--- config.mk ---
export PLATFORM = sky130hd
export DESIGN_NAME = crop_frame_writer_flat
export DESIGN_NICKNAME = d
export VERILOG_FILES = /design/src/rtl/crop_frame_writer_if.sv /design/src/rtl/crop_frame_writer.sv /design/src/flat_wrapper.sv
export SDC_FILE = /design/constraint.sdc
export NUM_CORES = 1
export LEC_CHECK = 0
export ABC_AREA = 1
export BUFFER_PORTS_ARGS = -buffer_cell sky130_fd_sc_hd__buf_2
export CELL_PAD_IN_SITES_DETAIL_PLACEMENT = 1
export CELL_PAD_IN_SITES_GLOBAL_PLACEMENT = 2
export CORE_ASPECT_RATIO = 1.1
export CORE_MARGIN = 2
export CORE_UTILIZATION = 30
export DETAILED_ROUTE_END_ITERATION = 16
export PLACE_DENSITY_LB_ADDON = 0.08
export SYNTH_ARGS = -nofsm -noshare
export SYNTH_HDL_FRONTEND = slang
export SYNTH_SLANG_ARGS = --single-unit
export TNS_END_PERCENT = 50
--- constraint.sdc ---
create_clock -name clk -period 3.14 [get_ports clk]
set_input_delay 0.628 -clock clk [delete_from_list [all_inputs] [get_ports clk]]
set_output_delay 0.628 -clock clk [all_outputs]
set_load 0.05 [all_outputs]
--- src/rtl/crop_frame_writer_if.sv ---
// rtl/crop_frame_writer_if.sv - pixel stream and BRAM write-port interfaces for crop_frame_writer
interface pixel_stream_if;
    logic [7:0] pixel_i;
    logic       pixel_valid;

    modport master (output pixel_i, pixel_valid);
    modport slave  (input  pixel_i, pixel_valid);
endinterface

interface bram_wr_if;
    logic [31:0] bram_addr;
    logic [31:0] bram_data;
    logic [3:0]  write_enable;

    modport master (output bram_addr, bram_data, write_enable);
    modport slave  (input  bram_addr, bram_data, write_enable);
endinterface

--- src/rtl/crop_frame_writer.sv ---
// rtl/crop_frame_writer.sv - packs 8-bit pixels into 32-bit words and writes ping-pong frames to BRAM
// Optional FRAME_WRITER_DROP_CNT_EN adds a saturating drop_count output.
module crop_frame_writer #(
    parameter int          IMG_W      = 32,
    parameter int          IMG_H      = 32,
    parameter logic [31:0] BASE_ADDR  = 32'h0,
    parameter int          BUF_STRIDE = 4096
) (
    input  logic           clk,
    input  logic           reset,
    pixel_stream_if.slave  pix,
    bram_wr_if.master      bram,
    input  logic [1:0]     buf_release,
    output logic           frame_done,
    output logic           done_buf,
    output logic [1:0]     buf_full,
    output logic           overflow
`ifdef FRAME_WRITER_DROP_CNT_EN
    ,
    output logic [15:0]    drop_count
`endif
);
    localparam int          N    = IMG_W * IMG_H;
    localparam logic [16:0] LAST = 17'(N - 1);

    typedef enum logic [1:0] {IDLE, FILL, DROP, DONE} state_t;

    state_t      state, state_nxt;
    logic [15:0] pix_cnt;
    logic        cur_buf, next_buf;
    logic [23:0] word_acc;

    logic        starting, start_fill, fill_pix, drop_pix, last_pix, tgt;
    logic [15:0] k;
    logic [31:0] word_nxt, wr_addr;
    logic [3:0]  lane_mask;
    logic [1:0]  rel_mask, set_mask;

    always_ff @(posedge clk or negedge reset) begin
        if (!reset) state <= IDLE;
        else        state <= state_nxt;
    end

    // DONE also accepts the first pixel of the next frame, so it starts frames like IDLE.
    always_comb begin
        state_nxt = state;
        if (state == DONE) state_nxt = IDLE;
        if (fill_pix)      state_nxt = last_pix ? DONE : FILL;
        else if (drop_pix) state_nxt = last_pix ? IDLE : DROP;
    end

    always_comb begin
        starting   = (state == IDLE || state == DONE) && pix.pixel_valid;
        start_fill = starting && !buf_full[next_buf];
        fill_pix   = start_fill || (state == FILL && pix.pixel_valid);
        drop_pix   = (starting && buf_full[next_buf]) || (state == DROP && pix.pixel_valid);
        k          = starting ? 16'd0 : pix_cnt;
        last_pix   = ({1'b0, k} == LAST);
        tgt        = starting ? next_buf : cur_buf;
        case (k[1:0])
            2'd0:    word_nxt = {24'h0, pix.pixel_i};
            2'd1:    word_nxt = {16'h0, pix.pixel_i, word_acc[7:0]};
            2'd2:    word_nxt = {8'h0, pix.pixel_i, word_acc[15:0]};
            default: word_nxt = {pix.pixel_i, word_acc};
        endcase
        lane_mask = {k[1:0] == 2'd3, k[1], k[1:0] != 2'd0, 1'b1};
        wr_addr   = BASE_ADDR + (tgt ? 32'(BUF_STRIDE) : 32'd0) + {16'h0, k[15:2], 2'b00};
        rel_mask  = buf_release & ~((state == FILL) ? (cur_buf ? 2'b10 : 2'b01) : 2'b00);
        set_mask  = (fill_pix && last_pix) ? (tgt ? 2'b10 : 2'b01) : 2'b00;
    end

    always_ff @(posedge clk or negedge reset) begin
        if (!reset) begin
            pix_cnt           <= '0;
            cur_buf           <= 1'b0;
            next_buf          <= 1'b0;
            word_acc          <= '0;
            bram.bram_addr    <= '0;
            bram.bram_data    <= '0;
            bram.write_enable <= '0;
            frame_done        <= 1'b0;
            done_buf          <= 1'b0;
            buf_full          <= 2'b00;
            overflow          <= 1'b0;
        end else begin
            frame_done        <= 1'b0;
            bram.write_enable <= 4'h0;
            buf_full          <= (buf_full & ~rel_mask) | set_mask;
            if (fill_pix || drop_pix) pix_cnt <= last_pix ? 16'd0 : k + 16'd1;
            if (starting) cur_buf <= next_buf;
            if (starting && buf_full[next_buf]) overflow <= 1'b1;
            if (fill_pix) begin
                word_acc <= word_nxt[23:0];
                if (k[1:0] == 2'd3 || last_pix) begin
                    bram.bram_addr    <= wr_addr;
                    bram.bram_data    <= word_nxt;
                    bram.write_enable <= lane_mask;
                end
                if (last_pix) begin
                    frame_done <= 1'b1;
                    done_buf   <= tgt;
                    next_buf   <= ~next_buf;
                end
            end
        end
    end

`ifdef FRAME_WRITER_DROP_CNT_EN
    always_ff @(posedge clk or negedge reset) begin
        if (!reset)
            drop_count <= '0;
        else if (starting && buf_full[next_buf] && drop_count != 16'hFFFF)
            drop_count <= drop_count + 16'd1;
    end
`endif
endmodule

--- src/flat_wrapper.sv ---
// flat-port wrapper written by rule: the top's interface ports become plain ports
module crop_frame_writer_flat 
#(
    parameter int          IMG_W      = 32,
    parameter int          IMG_H      = 32,
    parameter logic [31:0] BASE_ADDR  = 32'h0,
    parameter int          BUF_STRIDE = 4096
)
  (clk, reset, buf_release, frame_done, done_buf, buf_full, overflow, pix_pixel_i, pix_pixel_valid, bram_bram_addr, bram_bram_data, bram_write_enable);
  pixel_stream_if pix_i ();
  bram_wr_if bram_i ();
  input  logic clk;
  input  logic reset;
  input  logic [1:0] buf_release;
  output logic frame_done;
  output logic done_buf;
  output logic [1:0] buf_full;
  output logic overflow;
  input wire logic [$bits(pix_i.pixel_i)-1:0] pix_pixel_i;
  input wire logic [$bits(pix_i.pixel_valid)-1:0] pix_pixel_valid;
  output wire logic [$bits(bram_i.bram_addr)-1:0] bram_bram_addr;
  output wire logic [$bits(bram_i.bram_data)-1:0] bram_bram_data;
  output wire logic [$bits(bram_i.write_enable)-1:0] bram_write_enable;
  assign pix_i.pixel_i = pix_pixel_i;
  assign pix_i.pixel_valid = pix_pixel_valid;
  assign bram_bram_addr = bram_i.bram_addr;
  assign bram_bram_data = bram_i.bram_data;
  assign bram_write_enable = bram_i.write_enable;
  crop_frame_writer #(.IMG_W(IMG_W), .IMG_H(IMG_H), .BASE_ADDR(BASE_ADDR), .BUF_STRIDE(BUF_STRIDE)) u_core (.clk(clk), .reset(reset), .pix(pix_i), .bram(bram_i), .buf_release(buf_release), .frame_done(frame_done), .done_buf(done_buf), .buf_full(buf_full), .overflow(overflow));
endmodule
==> results.json, run 1 <==
{
  "status": "finished, final reports clean",
  "regArea_um2": 2430,
  "numPortBuffers": 68,
  "drv_cap": 0,
  "dieArea_um2": 17100,
  "reg2reg_depth": 13,
  "final.period_utilization_pct": 84.7,
  "gp_congestion": 0.758,
  "hold_violations": 0,
  "rsz0062_at_grt": "no",
  "nNetsFinal": 688,
  "rr_endpoint": "u_core.word_acc[7]",
  "row_count": 48,
  "drtPass1Iterations": 6,
  "critPathLaunchType": "flop",
  "max_freq_mhz": 376,
  "cp_max_fo": 18,
  "cellLeakagePower_nw": 2.96,
  "synthesis.area_um2": 4820,
  "crit_end": "u_core.word_acc[7]",
  "fin_setup_tns_ns": 0,
  "min_period_ns": 2.66,
  "worst_slew_pin_slew_ns": 0.594,
  "postCtsSetupBuffers": 0,
  "stdcell_count": 871,
  "cts_resized": 0,
  "vias": 3994,
  "routed_wl_mm": 13.6,
  "highest_layer": "met4",
  "grt_start_max_net_pins": 52,
  "r2r_start": "u_core.state[0]",
  "whs_ns": 0.273,
  "antenna_found_initial": 0,
  "avgRoutedWirePerCell_um": 15.6,
  "syn_avg_cell_area_um2": 8.02,
  "dp_hpwl_mm": 10.1,
  "diodes": 0,
  "start_util_pct": 30.6,
  "netlist_instances": 601,
  "wl_met3_um": 271,
  "slew_headroom_pct": 60.4,
  "h-tree-depth": 3,
  "synth_seq_area_share_pct": 50.3,
  "ios": 86,
  "ys_seq_elements": 97,
  "clk_latency_ns": 0.35,
  "grt_pass1_vias": 4315,
  "core_um2": 15700,
  "cts-root-buf": "clkbuf_16",
  "power.total_mw": 5.24,
  "power.density_nw_per_um2": 940,
  "die_y_um": 137,
  "nFillCells": 1958,
  "crit_arrival_ns": 2.88,
  "cts_tree": "done",
  "overflow": 0,
  "met2WireLength_mm": 7.03,
  "vias_per_cell": 4.59,
  "drv_slew": 0,
  "reg2reg_slack_ns": 0.48,
  "vdd_drop_max_v": 0.000267,
  "post-place-cells": 855,
  "track_usage_pct": 16.8,
  "setup_ws_ns": 0.479,
  "end_kind": "flop",
  "clkSlewWorstSetupHoldPaths_ns": 0.07,
  "syn_to_final_growth_pct": 15.5,
  "grt_pass1_wl_mm": 22.6,
  "drt-initial-drc-count": 171,
  "worstSetupStartpoint": "u_core.state[0]",
  "cts-buffers-inserted": 9,
  "fin_skew_ns": 0.00528,
  "ys_warn_count": 0,
  "remaining_drc_errors": 0,
  "holdBufCountCts": 0,
  "wl_met1_mm": 6.00,
  "clock-sinks": 97,
  "drive_gt1_share_pct": 17.3,
  "multi_input_comb_area_um2": 1920,
  "hp-class": "input pin to asynchronous set/reset pin",
  "cp.required_ns": 3.36,
  "drtAntennaViolNets": 0,
  "crit_type": "flop to flop",
  "setup_violations": 0,
  "die_w_um": 125,
  "place_ws_ns": 0.437,
  "clock_path_buffers": 2,
  "synth_cell_type_count": 25
}
placed cells by master (no fill, tap or decap):
cell type and instances:
nand2_1 219, dfrtp_1 97, buf_2 67, inv_1 56, o21ai_0 46, nand3_1 30, o22ai_1 24, nor2_1 22
o21ai_1 18, conb_1 17, buf_4 11, ha_1 9, clkbuf_16 9, nor2_2 7, nand4_1 7, inv_2 6
nand2_2 5, xor2_1 4, clkbuf_1 4, nand2_4 3, clkinv_2 2, o21ai_2 1, clkinv_1 1, a31oi_2 1
o21bai_1 1, clkinvlp_4 1, bufinv_16 1, clkbuf_8 1, buf_12 1
metrics by stage:
| stage | util, % | area, um2 |
|---|---|---|
| 2_1_floorplan | - | 4880 |
| 3_3_place_gp | 33.6 | 5280 |
| 3_5_place_dp | 33.6 | 5280 |
| 4_1_cts | 35.4 | 5570 |
| 5_1_grt | 35.4 | 5570 |
| 6_report | 35.4 | 5570 |
critical path, stage by stage, from the launching register on:
cell	delay, ns
dfrtp_1	0.40
inv_1	0.06
ha_1	0.33
nand2_4	0.08
nand2_1	0.14
inv_1	0.10
ha_1	0.20
buf_4	0.17
inv_2	0.24
nand2_1	0.13
nor2_2	0.34
o22ai_1	0.17
nand2_1	0.08
o21ai_0	0.08
cells in the mapped netlist (all sizes together):
cell type | number | area share [%]
o22ai | 24 | 3.1
o21ai | 65 | 6.8
o21bai | 1 | 0.16
clkbuf | 5 | 0.39
conb | 1 | 0.078
buf | 36 | 5.6
ha | 9 | 2.3
nor2 | 29 | 2.6
dfrtp | 97 | 50
clkinv | 3 | 0.29
inv | 62 | 4.8
a31oi | 1 | 0.26
nand3 | 30 | 3.1
nand2 | 227 | 18
nand4 | 7 | 0.91
xor2 | 4 | 0.73
cell type report:
type                       count  area share (%)
tap                          200            4.49
clock inverter                 2           0.674
inverter                      65            4.42
multi-input combinational    414            34.4
timing repair buffer          79            7.86
sequential                    97            43.6
clock buffer                  14            4.56
where the power goes:
part           internal [mW]  switching [mW]
sequential              1.62           0.200
combinational          0.539            1.74
clock                  0.642           0.495
total                   2.80            2.44
routing by layer:
metal	vias to the layer above	global-route usage [%]
li1	1986	-
met4	0	7.22
met3	14	2.03
met5	-	0
met1	1944	20.3
met2	50	30.4
kinds of logic after synthesis:
kind of cell    share of synthesized area (%)
compound gates                           10.4
xor+xnor                                0.726
fa+ha+maj                                2.34
buf+inv                                  11.1
flops                                    50.3
other cells                            0.0778
simple gates                             25.0
worst min-delay path by stage:
stage	start	to	slack (ns)	depth (start not counted)
after global routing	reset	u_core.bram.bram_data[9]	0.30	1
after CTS	reset	u_core.bram.bram_data[9]	0.29	1
final	reset	u_core.bram.bram_data[9]	0.27	1
after detailed placement	u_core.overflow	u_core.overflow	0.45	2
after floorplan	reset	u_core.bram.bram_addr[10]	0.33	0
after global placement	u_core.overflow	u_core.overflow	0.44	2
flip-flops by register name, indices dropped and copies added, names as in the netlist, 2 cells and up:
register,flops
u_core.pix_cnt,16
u_core.bram.bram_addr,15
u_core.word_acc,24
u_core.bram.bram_data,32
u_core.buf_full,2
u_core.state,2
(Power assumes the default switching activity.)
==> run 2: changes to the inputs <==
--- a/config.mk
+++ b/config.mk
@@ -5,7 +5,7 @@
 export SDC_FILE = /design/constraint.sdc
 export NUM_CORES = 1
 export LEC_CHECK = 0
-export ABC_AREA = 1
+export ABC_AREA = 0
 export BUFFER_PORTS_ARGS = -buffer_cell sky130_fd_sc_hd__buf_2
 export CELL_PAD_IN_SITES_DETAIL_PLACEMENT = 1
 export CELL_PAD_IN_SITES_GLOBAL_PLACEMENT = 2
==> constraint.sdc (replaced) <==
create_clock -name clk -period 2.7 [get_ports clk]
set_input_delay 0.54 -clock clk [delete_from_list [all_inputs] [get_ports clk]]
set_output_delay 0.54 -clock clk [all_outputs]
set_load 0.05 [all_outputs]
==> results.json, run 2 <==
{
  "rr_endpoint": "u_core.word_acc[4]",
  "reg2reg_slack_ns": 0.19,
  "crit_type": "flop to flop",
  "placed_area_um2": 5350,
  "drv_cap": 0,
  "r2r_start": "u_core.state[0]",
  "fin_setup_tns_ns": 0,
  "clock_path_buffers": 2,
  "core_um2": 15700,
  "drv_slew": 0,
  "synth_most_common_cell": "dfrtp_1",
  "dp_hpwl_mm": 9.29,
  "crit_arrival_ns": 2.74,
  "hold_violations": 0,
  "setup_ws_ns": 0.187,
  "synth_top_area_share_pct": 50.5,
  "reg_top3": "u_core.bram.bram_data: 32 flops, u_core.word_acc: 24 flops, u_core.pix_cnt: 16 flops",
  "end_kind": "flop",
  "critPathLaunchType": "flop",
  "drt-initial-drc-count": 126,
  "synth-async-reset-ratio_pct": 100,
  "clk_latency_ns": 0.35,
  "synth_cell_type_count": 51,
  "power.density_nw_per_um2": 1250,
  "status": "finished, final reports clean",
  "synth-main-ff-cell": "dfrtp_1",
  "avgRoutedWirePerCell_um": 18.3,
  "place_ws_ns": 0.0360,
  "vias": 3634,
  "nFillCells": 1793,
  "gp_congestion": 0.772,
  "yosys-top-cells-count": "dfrtp_1, nand2_1, inv_1, mux2_2, buf_4",
  "nNetsFinal": 534,
  "slew_headroom_pct": 55.1,
  "syn_to_final_growth_pct": 17.5,
  "vdd_drop_max_v": 0.000321,
  "max_freq_mhz": 398,
  "grt_start_max_net_pins": 43,
  "grt_pass1_vias": 3754,
  "ios": 86,
  "track_usage_pct": 15.8,
  "synth_seq_area_share_pct": 50.5,
  "cts_tree": "done",
  "synth_area_leaders": "dfrtp_1, mux2_2, mux2i_1",
  "start_util_pct": 30.7,
  "power.total_mw": 7.08,
  "regMostFlops": "u_core.bram.bram_data",
  "rsz0062_at_grt": "no",
  "overflow": 0,
  "synthesis.area_um2": 4810,
  "grt_pass1_wl_mm": 21.1,
  "ys_seq_elements": 97,
  "clock-sinks": 97,
  "remaining_drc_errors": 0,
  "clkSlewWorstSetupHoldPaths_ns": 0.07,
  "min_period_ns": 2.51,
  "die_w_um": 125,
  "drtAntennaViolNets": 0,
  "final_common_cell": "dfrtp_1",
  "final.period_utilization_pct": 93.1,
  "vias_per_cell": 5.08,
  "die_y_um": 137,
  "reg2reg_depth": 9,
  "antenna_found_initial": 0,
  "routed_wl_mm": 13.1,
  "final_cell_mix": "dfrtp_1, buf_2, nand2_1",
  "ys_warn_count": 0,
  "finalInstanceArea_um2": 5650,
  "cp.required_ns": 2.93,
  "fin_skew_ns": 0.0101,
  "drive_gt1_share_pct": 27.4,
  "drtPass1Iterations": 4,
  "crit_end": "u_core.word_acc[4]",
  "synth_edf_count": 0,
  "cp_max_fo": 8,
  "worstSetupStartpoint": "u_core.state[0]",
  "h-tree-depth": 3,
  "worst_slew_pin_slew_ns": 0.668,
  "dieArea_um2": 17100,
  "hp-class": "input pin to asynchronous set/reset pin",
  "postCtsSetupBuffers": 0,
  "row_count": 48,
  "syn_avg_cell_area_um2": 10.8,
  "cts-buffers-inserted": 9,
  "cellLeakagePower_nw": 2.71,
  "fin_util_pct": 36.0,
  "holdBufCountCts": 0,
  "setup_violations": 0,
  "diodes": 0,
  "cts-root-buf": "clkbuf_16",
  "yosys.area.top_type": "dfrtp_1",
  "numPortBuffers": 68,
  "largest_reg_flops": 32,
  "netlist_instances": 445
}
==> run 2: through the flow <==
stage                     hold WS (ns)  cells
after global placement           0.463    701
after CTS                        0.140    715
final                            0.133    715
after detailed placement         0.465    701
after floorplan                  0.244    461
after global routing             0.162    715
==> run 2: worst min-delay path by stage <==
stage,from,to,slack (ns),depth (start not counted)
detailed placement,u_core.overflow,u_core.overflow,0.47,1
finish,reset,u_core.bram.bram_data[8],0.13,1
CTS,reset,u_core.word_acc[3],0.14,1
global route,reset,u_core.word_acc[3],0.16,1
global placement,u_core.bram.bram_data[18],u_core.bram.bram_data[18],0.46,1
floorplan,reset,u_core.bram.bram_addr[10],0.24,0
==> run 2: kinds of logic after synthesis <==
kind of cell	Yosys count	synth area share [%]
and+or+nand+nor	103	11.6
adders and majority gates	9	2.34
muxes	51	11.4
other	1	0.0780
DFF	97	50.5
buffers and inverters	72	8.17
xor gates and xnor gates	4	0.729
AOI/OAI and AO/OA	108	15.2
==> run 2: cell type report <==
type | count | area [um2] | share of cell area, %
flip-flops and latches | 97 | 2430 | 43.0
multi-input cells | 292 | 2080 | 36.9
repair buffers | 90 | 520 | 9.21
well taps | 200 | 250 | 4.43
clock buffers | 11 | 243 | 4.30
inverters | 22 | 82.6 | 1.46
clock inverters | 3 | 42.5 | 0.753
==> run 2: critical path, stage by stage (launching register included) <==
cell     delay [ns]
dfrtp_1        0.41
inv_1          0.13
ha_4           0.22
nand2_2        0.07
and2_1         0.24
inv_1          0.09
ha_1           0.20
or3_1          0.36
or3_1          0.46
a22o_1         0.24
==> run 2: routing by layer <==
| metal | up-vias | part of all wire (%) | GRT usage, % |
|---|---|---|---|
| li1 | 1689 | - | - |
| met1 | 1880 | 46 | 20.8 |
| met2 | 53 | 50 | 26.8 |
| met3 | 12 | 2.5 | 2.27 |
| met4 | 0 | 1.4 | 5.24 |
| met5 | - | 0 | 0 |
==> run 2: where the power goes <==
part	total [mW]	switching, mW	internal [mW]
clock	1.29	0.558	0.733
combinational	3.57	2.49	1.09
sequential	2.22	0.275	1.94
==> run 2: what timing repair did <==
action | CTS | global route
setup endpoints to repair | 1 | 11
cloned | 0 | 0
resized for setup | 1 | 3
pin swaps | 0 | 0
==> run 3: changes to the inputs <==
==> constraint.sdc (replaced) <==
create_clock -name clk -period 2.08 [get_ports clk]
set_input_delay 0.416 -clock clk [delete_from_list [all_inputs] [get_ports clk]]
set_output_delay 0.416 -clock clk [all_outputs]
set_load 0.05 [all_outputs]
==> results.json, run 3 (synthesis gave the netlist of run 2 again) <==
{
  "core_um2": 15700,
  "regMostFlops": "u_core.bram.bram_data",
  "grt_start_max_net_pins": 40,
  "clkSlewWorstSetupHoldPaths_ns": 0.07,
  "seqPwrFrac_pct": 28.3,
  "track_usage_pct": 16.9,
  "p_clk_share_pct": 15.3,
  "vias_per_cell": 5.02,
  "clock_path_buffers": 2,
  "cellInternalPower_mw": 5.57,
  "final_cell_mix": "dfrtp_1, buf_2, buf_4",
  "ios": 86,
  "reg_top3": "u_core.bram.bram_data: 32 flops, u_core.word_acc: 24 flops, u_core.pix_cnt: 16 flops",
  "cp_max_fo": 8,
  "worst_path_largest_cell_delay_ns": 0.42,
  "clk_latency_ns": 0.35,
  "holdPathStages": 3,
  "cp_slowest_cell": "dfrtp_1",
  "hold_violations": 0,
  "diodes": 0,
  "placed_area_um2": 5620,
  "dieArea_um2": 17100,
  "crit_buf_inv": 1,
  "drt-initial-drc-count": 138,
  "power.density_nw_per_um2": 1600,
  "path_depth": 8,
  "place_ws_ns": -0.256,
  "critPathLaunchType": "flop",
  "avgRoutedWirePerCell_um": 18.8,
  "setup_ws_ns": -0.141,
  "vdd_drop_max_v": 0.000565,
  "whs_ns": 0.344,
  "syn_to_final_growth_pct": 34.1,
  "crit_arrival_ns": 2.46,
  "remaining_drc_errors": 0,
  "reg2reg_depth": 8,
  "fin_setup_tns_ns": -3.79,
  "nFillCells": 1724,
  "drv_cap": 0,
  "clock-sinks": 97,
  "final.period_utilization_pct": 107,
  "rsz0062_at_grt": "yes",
  "drive_gt1_share_pct": 43.1,
  "drtPass1Iterations": 4,
  "drv_slew": 0,
  "grt_pass1_wl_mm": 22.7,
  "max_freq_mhz": 450,
  "final_common_cell": "dfrtp_1",
  "setup_violations": 60,
  "crit_type": "flop to flop",
  "largest_reg_flops": 32,
  "gp_congestion": 0.797,
  "pwr-share-comb_pct": 56.4,
  "cts-buffers-inserted": 9,
  "min_period_ns": 2.22,
  "violations": "negative setup slack",
  "hp-class": "input pin to flop",
  "fin_skew_ns": 0.0104,
  "routed_wl_mm": 14.3,
  "nNetsFinal": 579,
  "cellLeakagePower_nw": 3.03,
  "numPortBuffers": 68,
  "cpLargestDelayFamily": "simple AND/OR/NAND/NOR gates",
  "drtAntennaViolNets": 0,
  "antenna_found_initial": 0,
  "finalInstanceArea_um2": 6450,
  "dp_hpwl_mm": 9.64,
  "switchingPower_mw": 4.73,
  "overflow": 0,
  "fin_util_pct": 41.1,
  "status": "finished, violations left",
  "cts-root-buf": "clkbuf_16",
  "grt_pass1_vias": 4077,
  "path_cells": "ha_4, nand2_4, and2_4, inv_4, ha_4, or3_4, or3_4, a22o_1",
  "cp.required_ns": 2.32,
  "h-tree-depth": 3,
  "die_y_um": 137,
  "die_w_um": 125,
  "end_kind": "flop",
  "start_util_pct": 30.7,
  "vias": 3819,
  "switching_share_pct": 45.9,
  "row_count": 48,
  "cts_tree": "done"
}
-- run 3: metal layers --
metal | track usage [%] | vias to the layer above | part of all wire, %
li1 | - | 1777 | -
met1 | 21.0 | 1964 | 45
met2 | 29.7 | 63 | 50
met3 | 2.46 | 15 | 2.6
met4 | 7.05 | 0 | 2.0
met5 | 0 | - | 0
-- run 3: tightest hold or removal path: cells and delay by family --
kind | cells | cell delay, ns
buffers and inverters | 1 | 0.10
AO/OA/AOI/OAI | 1 | 0.10
AND/OR/NAND/NOR | 1 | 0.05
-- run 3: worst paths after layout --
path / start / endpoint / slack, ns
max: u_core.state[1] / u_core.word_acc[6] / -0.14
min: buf_release[1] / u_core.buf_full[1] / 0.34
max reg2reg: u_core.state[1] / u_core.word_acc[6] / -0.14
min reg2reg: u_core.bram.bram_addr[2] / u_core.bram.bram_addr[2] / 0.49
max in group asynchronous: reset / u_core.word_acc[20] / 1.00
min in group asynchronous: reset / u_core.bram.write_enable[0] / 0.53
-- run 3: area by class of cell --
type	count	area (um2)	share of cell area, %
multi-input cells	292	2400	37.2
inverters	22	85.1	1.32
well taps	200	250	3.88
repair buffers	135	1020	15.8
clock buffers	10	239	3.71
clock inverters	5	32.5	0.504
flip-flops and latches	97	2430	37.6
-- run 3: per-stage QoR --
stage                     cells  power, mW
final                       761       10.3
after global routing        761       10.9
after CTS                   748       9.83
after detailed placement    725       7.96
after global placement      725       7.86
after floorplan             461       6.52
-- run 3: what timing repair did --
item	CTS	global route
gates resized for setup	27	69
buffers inserted	7	11
cloned	0	2
hold endpoints to repair	14	0
pin swaps	15	15
setup endpoints to repair	67	83
hold buffers	1	0
-- run 3: power by group through the flow --
stage	clock [mW]	combinational [mW]	sequential [mW]
3_3_place_gp	0	4.96	2.90
3_5_place_dp	0	5.03	2.93
6_report	1.57	5.81	2.92
2_1_floorplan	0	2.31	4.21
4_1_cts	1.63	5.30	2.90
5_1_grt	1.69	6.24	3.01
